File: src/rtl/cpu_pkg.sv
// Shared constants for the accumulator CPU: control-word bit indices,
// opcode values, sequencer state encoding and EXEC-phase classification.
package cpu_pkg;

  // Control-word bit positions (the ACC datapath uses CB_ACC_CLEAR as well)
  localparam int unsigned CB_PC_INC       = 0;
  localparam int unsigned CB_PC_LOAD      = 1;
  localparam int unsigned CB_MAR_FROM_PC  = 2;
  localparam int unsigned CB_MAR_FROM_IR  = 3;
  localparam int unsigned CB_MEM_READ     = 4;
  localparam int unsigned CB_MEM_WRITE    = 5;
  localparam int unsigned CB_MBR_TO_IR    = 6;
  localparam int unsigned CB_MBR_FROM_ACC = 7;
  localparam int unsigned CB_ALU_ADD      = 8;
  localparam int unsigned CB_ALU_SUB      = 9;
  localparam int unsigned CB_ACC_LOAD_MBR = 14;
  localparam int unsigned CB_ACC_LOAD_ALU = 15;
  localparam int unsigned CB_ACC_CLEAR    = 21;

  // Opcodes (IR[15:8])
  localparam logic [7:0] OP_LOAD   = 8'h01;
  localparam logic [7:0] OP_STORE  = 8'h02;
  localparam logic [7:0] OP_ADD    = 8'h03;
  localparam logic [7:0] OP_SUB    = 8'h04;
  localparam logic [7:0] OP_JMP    = 8'h05;
  localparam logic [7:0] OP_JMPGEZ = 8'h06;
  localparam logic [7:0] OP_CLR    = 8'h07;
  localparam logic [7:0] OP_HALT   = 8'h0F;

  typedef enum logic [2:0] {
    ST_IDLE   = 3'd0,
    ST_FETCH  = 3'd1,
    ST_LOADIR = 3'd2,
    ST_DECODE = 3'd3,
    ST_EXEC   = 3'd4,
    ST_WB     = 3'd5,
    ST_HALT   = 3'd6
  } state_t;

  // How the EXEC state of an opcode terminates
  typedef enum logic [1:0] {
    EX_MEM_RD = 2'd0,  // wait for memory, then WB
    EX_MEM_WR = 2'd1,  // wait for memory, then FETCH
    EX_SINGLE = 2'd2,  // one cycle, then FETCH
    EX_HALT   = 2'd3   // one cycle, then HALT
  } exec_kind_t;

endpackage

File: src/rtl/ctrl_decode.sv
// Combinational control decode: (state, op_q, neg_q) -> control word.
// Ports:
//   state          sequencer state register
//   op_q           latched opcode
//   neg_q          latched ACC sign
//   control_signal datapath control word
//   illegal_op     high in EXEC for an undefined opcode
//   exec_kind      how EXEC for op_q terminates (used by the sequencer)
module ctrl_decode
  import cpu_pkg::*;
#(
  parameter int unsigned CW  = 32,
  parameter int unsigned OPW = 8
) (
  input  state_t           state,
  input  logic [OPW-1:0]   op_q,
  input  logic             neg_q,
  output logic [CW-1:0]    control_signal,
  output logic             illegal_op,
  output exec_kind_t       exec_kind
);

  function automatic logic [CW-1:0] cb(input int unsigned idx);
    return CW'(1) << idx;
  endfunction

  // Opcode classification for EXEC termination
  always_comb begin
    exec_kind = EX_SINGLE;
    case (op_q)
      OPW'(OP_LOAD), OPW'(OP_ADD), OPW'(OP_SUB): exec_kind = EX_MEM_RD;
      OPW'(OP_STORE):                            exec_kind = EX_MEM_WR;
      OPW'(OP_HALT):                             exec_kind = EX_HALT;
      default:                                   exec_kind = EX_SINGLE;
    endcase
  end

  // Moore control word
  always_comb begin
    control_signal = '0;
    illegal_op     = 1'b0;
    case (state)
      ST_FETCH:  control_signal = cb(CB_MAR_FROM_PC) | cb(CB_MEM_READ);
      ST_LOADIR: control_signal = cb(CB_MBR_TO_IR) | cb(CB_PC_INC);
      ST_EXEC: begin
        case (op_q)
          OPW'(OP_LOAD), OPW'(OP_ADD), OPW'(OP_SUB):
            control_signal = cb(CB_MAR_FROM_IR) | cb(CB_MEM_READ);
          OPW'(OP_STORE):
            control_signal = cb(CB_MAR_FROM_IR) | cb(CB_MBR_FROM_ACC) | cb(CB_MEM_WRITE);
          OPW'(OP_JMP):
            control_signal = cb(CB_PC_LOAD);
          OPW'(OP_JMPGEZ):
            control_signal = neg_q ? '0 : cb(CB_PC_LOAD);
          OPW'(OP_CLR):
            control_signal = cb(CB_ACC_CLEAR);
          OPW'(OP_HALT):
            control_signal = '0;
          default:
            illegal_op = 1'b1;
        endcase
      end
      ST_WB: begin
        case (op_q)
          OPW'(OP_LOAD): control_signal = cb(CB_ACC_LOAD_MBR);
          OPW'(OP_ADD):  control_signal = cb(CB_ALU_ADD) | cb(CB_ACC_LOAD_ALU);
          OPW'(OP_SUB):  control_signal = cb(CB_ALU_SUB) | cb(CB_ACC_LOAD_ALU);
          default:       control_signal = '0;
        endcase
      end
      default: control_signal = '0;
    endcase
  end

endmodule

File: src/rtl/acc_sequencer.sv
// Accumulator-CPU instruction sequencer: fetch / decode / execute FSM that
// drives the datapath control word.
// Ports:
//   clk, rst        clock, synchronous active-high reset
//   start           begin execution (sampled in IDLE only)
//   ir_in           IR contents (opcode [15:8], address [7:0])
//   acc_neg         ACC sign bit
//   mem_ready       memory access completes at this edge
//   control_signal  datapath control word (decoded from registers only)
//   state_out       state encoding
//   busy            not IDLE and not HALT
//   halted          in HALT
//   illegal_op      EXEC of an undefined opcode
module acc_sequencer
  import cpu_pkg::*;
#(
  parameter int unsigned CW  = 32,
  parameter int unsigned OPW = 8
) (
  input  logic          clk,
  input  logic          rst,
  input  logic          start,
  input  logic [15:0]   ir_in,
  input  logic          acc_neg,
  input  logic          mem_ready,
  output logic [CW-1:0] control_signal,
  output logic [2:0]    state_out,
  output logic          busy,
  output logic          halted,
  output logic          illegal_op
);

  state_t         state_q, state_d;
  logic [OPW-1:0] op_q, op_d;
  logic           neg_q, neg_d;
  exec_kind_t     exec_kind;

  // Address field is consumed by the datapath, not the sequencer
  logic unused_addr;
  assign unused_addr = ^ir_in[7:0];

  // State, opcode and flag registers
  always_ff @(posedge clk) begin
    if (rst) begin
      state_q <= ST_IDLE;
      op_q    <= '0;
      neg_q   <= 1'b0;
    end else begin
      state_q <= state_d;
      op_q    <= op_d;
      neg_q   <= neg_d;
    end
  end

  // Next-state logic; opcode/flag capture happens only in DECODE
  always_comb begin
    state_d = state_q;
    op_d    = op_q;
    neg_d   = neg_q;
    case (state_q)
      ST_IDLE:   if (start) state_d = ST_FETCH;
      ST_FETCH:  if (mem_ready) state_d = ST_LOADIR;
      ST_LOADIR: state_d = ST_DECODE;
      ST_DECODE: begin
        op_d    = OPW'(ir_in[15:8]);
        neg_d   = acc_neg;
        state_d = ST_EXEC;
      end
      ST_EXEC: begin
        case (exec_kind)
          EX_MEM_RD: if (mem_ready) state_d = ST_WB;
          EX_MEM_WR: if (mem_ready) state_d = ST_FETCH;
          EX_HALT:   state_d = ST_HALT;
          default:   state_d = ST_FETCH;
        endcase
      end
      ST_WB:     state_d = ST_FETCH;
      ST_HALT:   state_d = ST_HALT;
      default:   state_d = ST_IDLE;
    endcase
  end

  ctrl_decode #(
    .CW  (CW),
    .OPW (OPW)
  ) u_ctrl_decode (
    .state          (state_q),
    .op_q           (op_q),
    .neg_q          (neg_q),
    .control_signal (control_signal),
    .illegal_op     (illegal_op),
    .exec_kind      (exec_kind)
  );

  assign state_out = state_q;
  assign busy      = (state_q != ST_IDLE) && (state_q != ST_HALT);
  assign halted    = (state_q == ST_HALT);

endmodule

File: config.mk
export PLATFORM = sky130hd
export DESIGN_NAME = acc_sequencer
export DESIGN_NICKNAME = d
export VERILOG_FILES = /design/src/rtl/cpu_pkg.sv /design/src/rtl/ctrl_decode.sv /design/src/rtl/acc_sequencer.sv
export SDC_FILE = /design/constraint.sdc
export NUM_CORES = 1
export LEC_CHECK = 0
export ABC_AREA = 1
export CORE_MARGIN = 4
export CORE_UTILIZATION = 38
export CTS_CLUSTER_DIAMETER = 40
export DETAILED_ROUTE_END_ITERATION = 12
export PLACE_DENSITY = 0.81
export SYNTH_ARGS = -nofsm -noshare
export SYNTH_HDL_FRONTEND = slang
export SYNTH_SLANG_ARGS = --single-unit
File: constraint.sdc
create_clock -name clk -period 2.1 [get_ports clk]
set_clock_uncertainty 0.05 [all_clocks]
set_input_delay 0.315 -clock clk [delete_from_list [all_inputs] [get_ports clk]]
set_output_delay 0.315 -clock clk [all_outputs]
set_load 0.1 [all_outputs]
==> metrics.csv <==
stage,metric,value,unit
placement,DP HPWL,2.04,mm
sta,total negative slack,0,ns
worst_setup_path,element type at the critical path end,primary output,
worst_setup_path,"CP delay by family, top",simple AND/OR/NAND/NOR gates,
drt,wire length per cell,11.5,um
clock_tree,Worst-Skew Late Latency,0.28,ns
sta,final worst-path setup slack,0.111,ns
synth,synthesized area per cell,6.57,um^2
global_route,antenna violations before repair,0,
power_and_ir_drop,pwr dens,621,nW/um^2
sta,Final Max Slew Viols,0,
sta,final hold violations,0,
final_layout,Final nets,215,
floorplanning,die area,3550,um^2
sta,crit share post-route,94.7,%
floorplanning,row count,18,
worst_setup_path,WP data required,1.74,ns
worst_setup_path,cells along the critical path,nor2_2 > nand3_2 > nor2_4 > buf_4 > nand2_1 > nand2_1 > nor2_4 > nor2_2 > buf_12,
worst_setup_path,Critical Path AT,1.62,ns
global_route,vias in the first global route,918,
drt,Initial DRC Count,25,
min_path,hold crit path type,flop to flop,
power_and_ir_drop,P_leak,0.716,nW
sta,minimum clock period,1.99,ns
floorplanning,Die Width,59.6,um
final_layout,share of cells above drive strength 1,36.0,%
worst_setup_path,Worst Setup Start Kind,flop,
placement,pre-CTS setup slack,-0.0290,ns
clock_tree,Sink Count,12,
synth,Synth Cell Area,1010,um^2
global_route,pin count of the biggest net entering global routing,18,
drt,Pre-Repair DR Iteration Count,4,
synth,post-synth cell types,23,
floorplanning,DIE HEIGHT,59.6,um
synth,Mapped Cells,154,
outcome,status,"finished, final reports clean",
global_route,aggregate global-route resource usage,14.0,%
drt,drt total wl,2.52,mm
final_layout,Finished Layout Cells,219,
drt,drc violations,0,
placement,I/O Buffers,31,
worst_setup_path,Crit Path Category,flop to primary output,
worst_setup_path,CP peak stage delay,0.33,ns
final_layout,Area growth syn-to-layout,61.6,%
drt,via count,1009,
placement,Placed Cells,212,
floorplanning,initial core utilization,40.5,%
drt,antenna-violating nets left,0,
job,Max-Cap Viols,0,
synth,synthesized flop and latch total,12,
global_route,first-pass GRT wire length,3.82,mm
placement,placer congestion estimate,0.781,
clock_tree,CTS Root Buffer Type,clkbuf_4,
clock_tree,Max clock buf depth,2,
sta,Hold Slack,0.421,ns
clock_tree,CTS tree,done,
worst_setup_path,slowest CP cell,dfxtp_2,
final_layout,n_diodes,0,
floorplanning,IO Count,59,
floorplanning,core area,2500,um^2
sta,final setup vio count,0,
synth,yosys warns,0,
sta,FMAX,0.503,GHz
power_and_ir_drop,peak supply drop,0.000463,V
drt,vias per inst,4.61,
clock_tree,clock-pin slew on the worst setup and hold paths,0.08,ns
global_route,gr ovfl total,0,
synth,register area share after synthesis,23.7,%
worst_setup_path,CP max FO,4,
clock_tree,H-Tree Depth,1,
worst_setup_path,Buf/Inv on CP,2,
clock_tree,TritonCTS Buffers,3,
[area by class of cell]
| type | instances | area, um^2 |
|---|---|---|
| clock buffers | 3 | 22.5 |
| clock inverters | 1 | 3.75 |
| fillers | 214 | 865 |
| inverters | 23 | 92.6 |
| multi-input cells | 112 | 708 |
| flip-flops and latches | 12 | 255 |
| well taps | 30 | 37.5 |
| repair buffers | 38 | 515 |
[power breakdown]
| part | total (mW) | leakage, nW | switching [mW] | internal (mW) |
|---|---|---|---|---|
| clock | 0.147 | 0.0154 | 0.0782 | 0.0689 |
| sequential | 0.267 | 0.101 | 0.0255 | 0.241 |
| combinational | 0.601 | 0.600 | 0.442 | 0.160 |
[cells in the mapped netlist, drive strengths merged]
cell type,number,area share (%)
o21ai,5,2.5
buf,23,18
nand2,31,12
dlygate4sd1,1,0.87
nand3b,1,0.74
nand3,11,6.7
a21oi,7,3.5
ha,4,4.9
nor2,23,9.5
dfxtp,12,24
conb,1,0.37
a211oi,6,4.4
nand4,2,1.9
nor3,3,1.5
inv,23,8.5
clkbuf,1,1.4
[what timing repair did]
| action | 4_1_cts | 5_1_grt |
|---|---|---|
| hold endpoints to repair | 0 | 0 |
| hold buffers | 0 | 0 |
| setup buffers | 0 | 4 |
| endpoints found under the setup margin | 4 | 6 |
| resized for setup | 2 | 17 |
| pin swaps | 2 | 7 |
| gates cloned | 0 | 0 |
[registers in the layout (all words and copies together) (netlist names)]
register	flops
neg_q	1
op_q	8
state_out	3
[metal layers]
layer | part of all wire (%) | up-vias | global-route usage, %
met5 | 0 | - | 0
met4 | 0.91 | 0 | 6.01
met3 | 6.0 | 5 | 3.05
met2 | 57 | 32 | 26.1
met1 | 36 | 457 | 15.1
li1 | - | 515 | -
[placed cells by master, fill, tap and decap left out, drive strengths merged]
cell type,netlist,final
nand2,31,31
buf,23,26
nor2,23,23
inv,23,22
conb,1,19
clkdlybuf4s50,0,12
dfxtp,12,12
nand3,11,11
a21oi,7,7
a211oi,6,6
o21ai,5,5
ha,4,4
clkbuf,1,3
nor3,3,3
nand4,2,2
clkinvlp,0,1
nand3b,1,1
clkinv,0,1
[path summary, 6_finish.rpt]
path / from / to / slack, ns / cells after the start
max: op_q[7]$_SDFFE_PP0P_ / control_signal[3] / 0.11 / 9
min reg2reg: op_q[7]$_SDFFE_PP0P_ / op_q[7]$_SDFFE_PP0P_ / 0.42 / 2
max reg2reg: op_q[3]$_SDFFE_PP0P_ / state_out[0]$_SDFFE_PP0P_ / 0.12 / 16
min: op_q[7]$_SDFFE_PP0P_ / op_q[7]$_SDFFE_PP0P_ / 0.42 / 2
[logic make-up (layout without fill, tap and decap cells)]
group	after synthesis	count (layout)	synth area share, %
AO/OA/AOI/OAI	18	18	10.4
flip-flops	12	12	23.7
other	1	19	0.370
AND/OR/NAND/NOR	71	71	32.0
adder cells (fa/ha/maj)	4	4	4.94
buffers and inverters	48	65	28.6
[worst reg2reg max path: cells and delay by family (launching register included)]
family / cells / cell delay (ns)
buffers and inverters: 4 / 0.30
AOI/OAI and AO/OA: 1 / 0.13
and+or+nand+nor: 10 / 0.91
DFF: 1 / 0.34
adders and majority gates: 1 / 0.19
[stage by stage]
step / utilization [%] / instance area, um^2 / power (mW)
floorplan: - / 1220 / 0.739
global placement: 61.4 / 1540 / 0.832
detailed placement: 61.4 / 1540 / 0.843
CTS: 62.7 / 1570 / 0.988
global route: 65.4 / 1640 / 1.06
finish: 65.4 / 1640 / 1.02
Note: power is estimated with default switching activity, not from simulation.
